--- config.mk ---
export PLATFORM = sky130hd
export DESIGN_NAME = bios_port_arbiter_flat
export DESIGN_NICKNAME = d
export VERILOG_FILES = /design/src/rtl/bios_port_arbiter_if.sv /design/src/rtl/bios_port_arbiter.sv /design/src/flat_wrapper.sv
export SDC_FILE = /design/constraint.sdc
export NUM_CORES = 1
export LEC_CHECK = 0
export CELL_PAD_IN_SITES_DETAIL_PLACEMENT = 0
export CELL_PAD_IN_SITES_GLOBAL_PLACEMENT = 1
export CORE_MARGIN = 2
export CORE_UTILIZATION = 11
export CTS_CLUSTER_SIZE = 40
export DETAILED_ROUTE_END_ITERATION = 12
export MAX_ROUTING_LAYER = met4
export PLACE_DENSITY_LB_ADDON = 0.12
export SYNTH_ARGS = -nofsm -noshare
export SYNTH_HDL_FRONTEND = slang
export SYNTH_SLANG_ARGS = --single-unit
--- constraint.sdc ---
create_clock -name clk -period 5 [get_ports clk]
set_clock_uncertainty 0.05 [all_clocks]
set_input_delay 0.75 -clock clk [delete_from_list [all_inputs] [get_ports clk]]
set_output_delay 0.75 -clock clk [all_outputs]
set_load 0.02 [all_outputs]
--- src/rtl/bios_port_arbiter_if.sv ---
// Request/response bundle between the MIPS150 fetch/load paths, the BIOS RAM and bios_port_arbiter.
// The slave modport is the arbiter's view; the master modport is the pipeline/memory side.
interface bios_port_arbiter_if #(
    parameter int ADDR_W = 12
);
    logic [31:0]       if_pc;
    logic              if_req;
    logic [31:0]       d_addr;
    logic              d_req;
    logic              bios_en;
    logic [ADDR_W-1:0] bios_addr;
    logic [31:0]       bios_dout;
    logic              if_stall;
    logic              d_stall;
    logic              if_rvalid;
    logic              d_rvalid;
    logic [31:0]       rdata;
    logic [15:0]       conflict_cnt;

    modport slave (
        input  if_pc, if_req, d_addr, d_req, bios_dout,
        output bios_en, bios_addr, if_stall, d_stall, if_rvalid, d_rvalid, rdata, conflict_cnt
    );

    modport master (
        output if_pc, if_req, d_addr, d_req, bios_dout,
        input  bios_en, bios_addr, if_stall, d_stall, if_rvalid, d_rvalid, rdata, conflict_cnt
    );
endinterface

--- src/rtl/bios_port_arbiter.sv ---
// Shares the BIOS RAM read port between instruction fetch and data loads; data wins ties until
// MAX_D_BURST consecutive wins. Optional conflict counter enabled by macro BIOS_ARB_PERF_EN.
module bios_port_arbiter #(
    parameter int ADDR_W      = 12,
    parameter int MAX_D_BURST = 4
) (
    input  logic                 clk,
    input  logic                 reset,
    bios_port_arbiter_if.slave   bus
);
    typedef enum logic [1:0] {
        IDLE  = 2'd0,
        FETCH = 2'd1,
        DATA  = 2'd2
    } owner_t;

    localparam logic [3:0] MAX_BURST = 4'(MAX_D_BURST);

    owner_t     r_owner;
    owner_t     w_grant;
    logic [3:0] r_burst;
    logic [3:0] w_burst_nxt;
    logic       w_fq;
    logic       w_dq;

    assign w_fq = bus.if_req & (bus.if_pc[31:28] == 4'b0100);
    assign w_dq = bus.d_req  & (bus.d_addr[31:28] == 4'b0100);

    always_ff @(posedge clk) begin
        if (reset) begin
            r_owner <= IDLE;
            r_burst <= 4'd0;
        end else begin
            r_owner <= w_grant;
            r_burst <= w_burst_nxt;
        end
    end

    always_comb begin
        w_grant       = IDLE;
        w_burst_nxt   = 4'd0;
        bus.bios_en   = 1'b0;
        bus.bios_addr = bus.if_pc[ADDR_W+1:2];
        bus.if_stall  = 1'b0;
        bus.d_stall   = 1'b0;
        bus.if_rvalid = 1'b0;
        bus.d_rvalid  = 1'b0;
        bus.rdata     = bus.bios_dout;

        if (w_dq && !w_fq) begin
            w_grant = DATA;
        end else if (w_fq && !w_dq) begin
            w_grant = FETCH;
        end else if (w_fq && w_dq) begin
            // The load is the older instruction, so it wins until fetch has waited long enough.
            w_grant = (r_burst == MAX_BURST) ? FETCH : DATA;
        end

        if (w_grant == DATA && w_fq) begin
            w_burst_nxt = (r_burst == MAX_BURST) ? MAX_BURST : r_burst + 4'd1;
        end

        if (w_grant == DATA) begin
            bus.bios_addr = bus.d_addr[ADDR_W+1:2];
        end

        if (!reset) begin
            bus.bios_en   = (w_grant != IDLE);
            bus.if_stall  = (w_grant == DATA)  && w_fq;
            bus.d_stall   = (w_grant == FETCH) && w_dq;
            bus.if_rvalid = (r_owner == FETCH);
            bus.d_rvalid  = (r_owner == DATA);
        end
    end

`ifdef BIOS_ARB_PERF_EN
    logic [15:0] r_conflict_cnt;

    always_ff @(posedge clk) begin
        if (reset) begin
            r_conflict_cnt <= 16'd0;
        end else if (w_fq && w_dq && (r_conflict_cnt != 16'hFFFF)) begin
            r_conflict_cnt <= r_conflict_cnt + 16'd1;
        end
    end

    assign bus.conflict_cnt = r_conflict_cnt;
`else
    assign bus.conflict_cnt = 16'd0;
`endif

endmodule

--- src/flat_wrapper.sv ---
// flat-port wrapper written by rule: the top's interface ports become plain ports
module bios_port_arbiter_flat 
#(
    parameter int ADDR_W      = 12,
    parameter int MAX_D_BURST = 4
)
  (clk, reset, bus_if_pc, bus_if_req, bus_d_addr, bus_d_req, bus_bios_dout, bus_bios_en, bus_bios_addr, bus_if_stall, bus_d_stall, bus_if_rvalid, bus_d_rvalid, bus_rdata, bus_conflict_cnt);
  bios_port_arbiter_if #(.ADDR_W(ADDR_W)) bus_i ();
  input  logic clk;
  input  logic reset;
  input wire logic [$bits(bus_i.if_pc)-1:0] bus_if_pc;
  input wire logic [$bits(bus_i.if_req)-1:0] bus_if_req;
  input wire logic [$bits(bus_i.d_addr)-1:0] bus_d_addr;
  input wire logic [$bits(bus_i.d_req)-1:0] bus_d_req;
  input wire logic [$bits(bus_i.bios_dout)-1:0] bus_bios_dout;
  output wire logic [$bits(bus_i.bios_en)-1:0] bus_bios_en;
  output wire logic [$bits(bus_i.bios_addr)-1:0] bus_bios_addr;
  output wire logic [$bits(bus_i.if_stall)-1:0] bus_if_stall;
  output wire logic [$bits(bus_i.d_stall)-1:0] bus_d_stall;
  output wire logic [$bits(bus_i.if_rvalid)-1:0] bus_if_rvalid;
  output wire logic [$bits(bus_i.d_rvalid)-1:0] bus_d_rvalid;
  output wire logic [$bits(bus_i.rdata)-1:0] bus_rdata;
  output wire logic [$bits(bus_i.conflict_cnt)-1:0] bus_conflict_cnt;
  assign bus_i.if_pc = bus_if_pc;
  assign bus_i.if_req = bus_if_req;
  assign bus_i.d_addr = bus_d_addr;
  assign bus_i.d_req = bus_d_req;
  assign bus_i.bios_dout = bus_bios_dout;
  assign bus_bios_en = bus_i.bios_en;
  assign bus_bios_addr = bus_i.bios_addr;
  assign bus_if_stall = bus_i.if_stall;
  assign bus_d_stall = bus_i.d_stall;
  assign bus_if_rvalid = bus_i.if_rvalid;
  assign bus_d_rvalid = bus_i.d_rvalid;
  assign bus_rdata = bus_i.rdata;
  assign bus_conflict_cnt = bus_i.conflict_cnt;
  bios_port_arbiter #(.ADDR_W(ADDR_W), .MAX_D_BURST(MAX_D_BURST)) u_core (.clk(clk), .reset(reset), .bus(bus_i));
endmodule
==> impl_metrics.json, run 1 <==
{
  "drc": 0,
  "fin_hold_ws_ps": 431.9,
  "drive_above_1_share_pct": 15.97,
  "fmax_mhz": 269.6,
  "r2r_cells": 6,
  "ys_seq_area_share_pct": 14.35,
  "initialDrtViolationCount": 9,
  "ir_drop_v": 0.00003726,
  "worstSetupPathType": "in2out",
  "critPathMaxFanout": 12,
  "min_path_cells": 1,
  "cap_violations": 0,
  "start_util_pct": 11.48,
  "fillCellCount": 843,
  "dp_hpwl_um": 1695,
  "wl_per_cell_um": 8.913,
  "die_x_um": 91.23,
  "cts_hold_buffers": 0,
  "grt_pass1_wl_um": 3022,
  "hold_viol_final": 0,
  "crit_required_ps": 4200,
  "totalWireLength_um": 1943,
  "synth.area.top_cells": "buf_4 43%, mux2_2 16%, dfxtp_1 14%, nor3_1 3.6%, ha_1 3.0%",
  "die_y_um": 91.23,
  "final_area_um2": 1202,
  "ys_warn_count": 0,
  "yosysUniqueCellTypes": 21,
  "cellLeakagePower_nw": 0.4340,
  "synthCells": 99,
  "finalCritPeriodShare_pct": 74.18,
  "pre_cts_ws_ps": 1264,
  "yosysTopAreaCellShare_pct": 43.05,
  "antenna_found_initial": 0,
  "finalCriticalPeriod_ps": 3709,
  "worstHoldPathType": "reg2reg",
  "cts_sinks": 6,
  "seqCellArea_um2": 120.1,
  "cts_root_buffer": "clkbuf_8",
  "synth.most_common_cell": "buf_4",
  "track_usage_pct": 4.792,
  "antenna_cells": 0,
  "synth-edff-count": 0,
  "multi_input_area_um2": 389.1,
  "gp_congestion": 0.6438,
  "ctsResizeCount": 0,
  "start_kind": "input pin",
  "fin_nets": 223,
  "syn_area_um2": 837.1,
  "viasPerCell": 2.972,
  "timing.final.ws_setup_ps": 1291,
  "grt_pass1_vias": 701,
  "post_cts_buffers": 0,
  "drtPass1Iterations": 4,
  "p_total_mw": 0.1866,
  "async_flop_share_pct": 0,
  "cp-end-kind": "primary output",
  "place_area_um2": 1161,
  "finalSetupViolCount": 0,
  "report.final.slew_viol_count": 0,
  "setup_tns_ps": 0,
  "outcome": "finished clean",
  "clkLatencyLatePin_ps": 220,
  "yosys.area.top_type": "buf_4",
  "vias": 648,
  "numPortBuffers": 52,
  "synth_common_cells": "48 x buf_4, 12 x mux2_2, 6 x dfxtp_1, 6 x nor2_1, 6 x nor3_1",
  "cts.clk_slew.worst_paths_ps": 30,
  "cts_tree": "built",
  "ys_ff_latch": 6,
  "area_growth_pct": 43.65,
  "htree_levels": 1,
  "ys.flop_type": "dfxtp_1",
  "ant_nets": 0,
  "rows": 31,
  "numCtsBuffers": 3,
  "rsz0062_at_grt": "false",
  "gr-total-overflow": 0,
  "postSynthAreaPerCell_um2": 8.455,
  "crit_arrival_ps": 2910,
  "cts_buffer_depth": 2,
  "power.density_nw_per_um2": 155.2,
  "core_area_um2": 7292,
  "grt_max_degree": 13,
  "ios": 165,
  "design.die.area_um2": 8323
}
## registers in the layout, indices dropped and copies added (netlist names)
register        count
u_core.r_burst      4
u_core.r_owner      2
## layer usage
layer | GRT usage, % | share of wire (%) | vias to the layer above
met5 | - | 0 | -
met4 | 3.788 | 2.4 | 0
met3 | 2.822 | 17 | 10
li1 | - | - | 298
met2 | 6.667 | 42 | 61
met1 | 4.857 | 38 | 279
## cell families (layout without fill, tap and decap cells)
| family | after synthesis | in the layout | synth area share (%) |
|---|---|---|---|
| other | 1 | 16 | 0.4480 |
| muxes | 12 | 12 | 16.14 |
| xor gates and xnor gates | 2 | 2 | 2.093 |
| and+or+nand+nor | 22 | 22 | 15.25 |
| buffers and inverters | 52 | 57 | 45.89 |
| DFF | 6 | 6 | 14.35 |
| AOI/OAI and AO/OA | 2 | 2 | 2.840 |
| adders and majority gates | 2 | 2 | 2.989 |
## where the power goes
| part | internal, mW | switching, mW | total [mW] |
|---|---|---|---|
| Combinational | 0.0394 | 0.0285 | 0.0678 |
| Clock | 0.0515 | 0.0188 | 0.0704 |
| Sequential | 0.0483 | 0.0000733 | 0.0484 |
| Total | 0.139 | 0.0474 | 0.187 |
## critical path, cell delays in order
cell and delay, ps:
clkdlybuf4s50_1 450, nor4b_4 290, nand2_2 130, o21bai_4 350
mux2_2 380, clkdlybuf4s50_1 550
## layout by cell type (no fill, tap or decap), drive strengths merged, types with 2 or more instances in the layout
master / count
clkbuf: 3
clkdlybuf4s50: 52
conb: 16
dfxtp: 6
ha: 2
inv: 2
mux2: 12
nand2: 3
nand3: 2
nor2: 6
nor3: 6
nor3b: 2
## stage by stage
step | std cells | util, %
2_1_floorplan | 114 | -
3_3_place_gp | 215 | 15.92
3_5_place_dp | 215 | 15.92
4_1_cts | 218 | 16.49
5_1_grt | 218 | 16.49
6_report | 218 | 16.49
## final cells by class
cell class	count	area share [%]
clock buffer	3	3.434
inverter	2	0.6244
multi-input combinational	56	32.36
sequential	6	9.990
tap	99	10.30
timing repair buffer	52	43.29
## worst paths after layout
path | start | to | slack [ps]
max | bus_if_pc[31] | bus_bios_addr[6] | 1290
min | u_core.r_burst[0] | u_core.r_burst[0] | 430
max reg2reg | u_core.r_burst[0] | u_core.r_owner[1] | 3750
min reg2reg | u_core.r_burst[0] | u_core.r_burst[0] | 430
No activity file was read; power rests on OpenSTA's default activity.
==> run 2: changes to the inputs <==
==> constraint.sdc (replaced) <==
create_clock -name clk -period 3.7 [get_ports clk]
set_clock_uncertainty 0.05 [all_clocks]
set_input_delay 0.555 -clock clk [delete_from_list [all_inputs] [get_ports clk]]
set_output_delay 0.555 -clock clk [all_outputs]
set_load 0.02 [all_outputs]
==> results of run 2 <==
The final DEF is identical to that of run 1. Status: finished clean.
Main changes from that run: setup slack after placement 1264 ps -> 353.6 ps; setup slack after layout 1291 ps -> 380.8 ps; register-to-register setup slack 3750 ps -> 2450 ps; total power 0.1866 mW -> 0.2522 mW; worst IR drop on VDD 0.00003726 V -> 0.00005035 V
==> run 3: changes to the inputs <==
--- a/config.mk
+++ b/config.mk
@@ -11,6 +11,7 @@
 export CORE_UTILIZATION = 11
 export CTS_CLUSTER_SIZE = 40
 export DETAILED_ROUTE_END_ITERATION = 12
+export GPL_ROUTABILITY_DRIVEN = 0
 export MAX_ROUTING_LAYER = met4
 export PLACE_DENSITY_LB_ADDON = 0.12
 export SYNTH_ARGS = -nofsm -noshare
==> results of run 3 <==
The final DEF is identical to that of run 1. Status: finished clean.
Main changes from that run: setup slack after placement 1264 ps -> 353.6 ps; setup slack after layout 1291 ps -> 380.8 ps; register-to-register setup slack 3750 ps -> 2450 ps; total power 0.1866 mW -> 0.2522 mW; worst IR drop on VDD 0.00003726 V -> 0.00005035 V
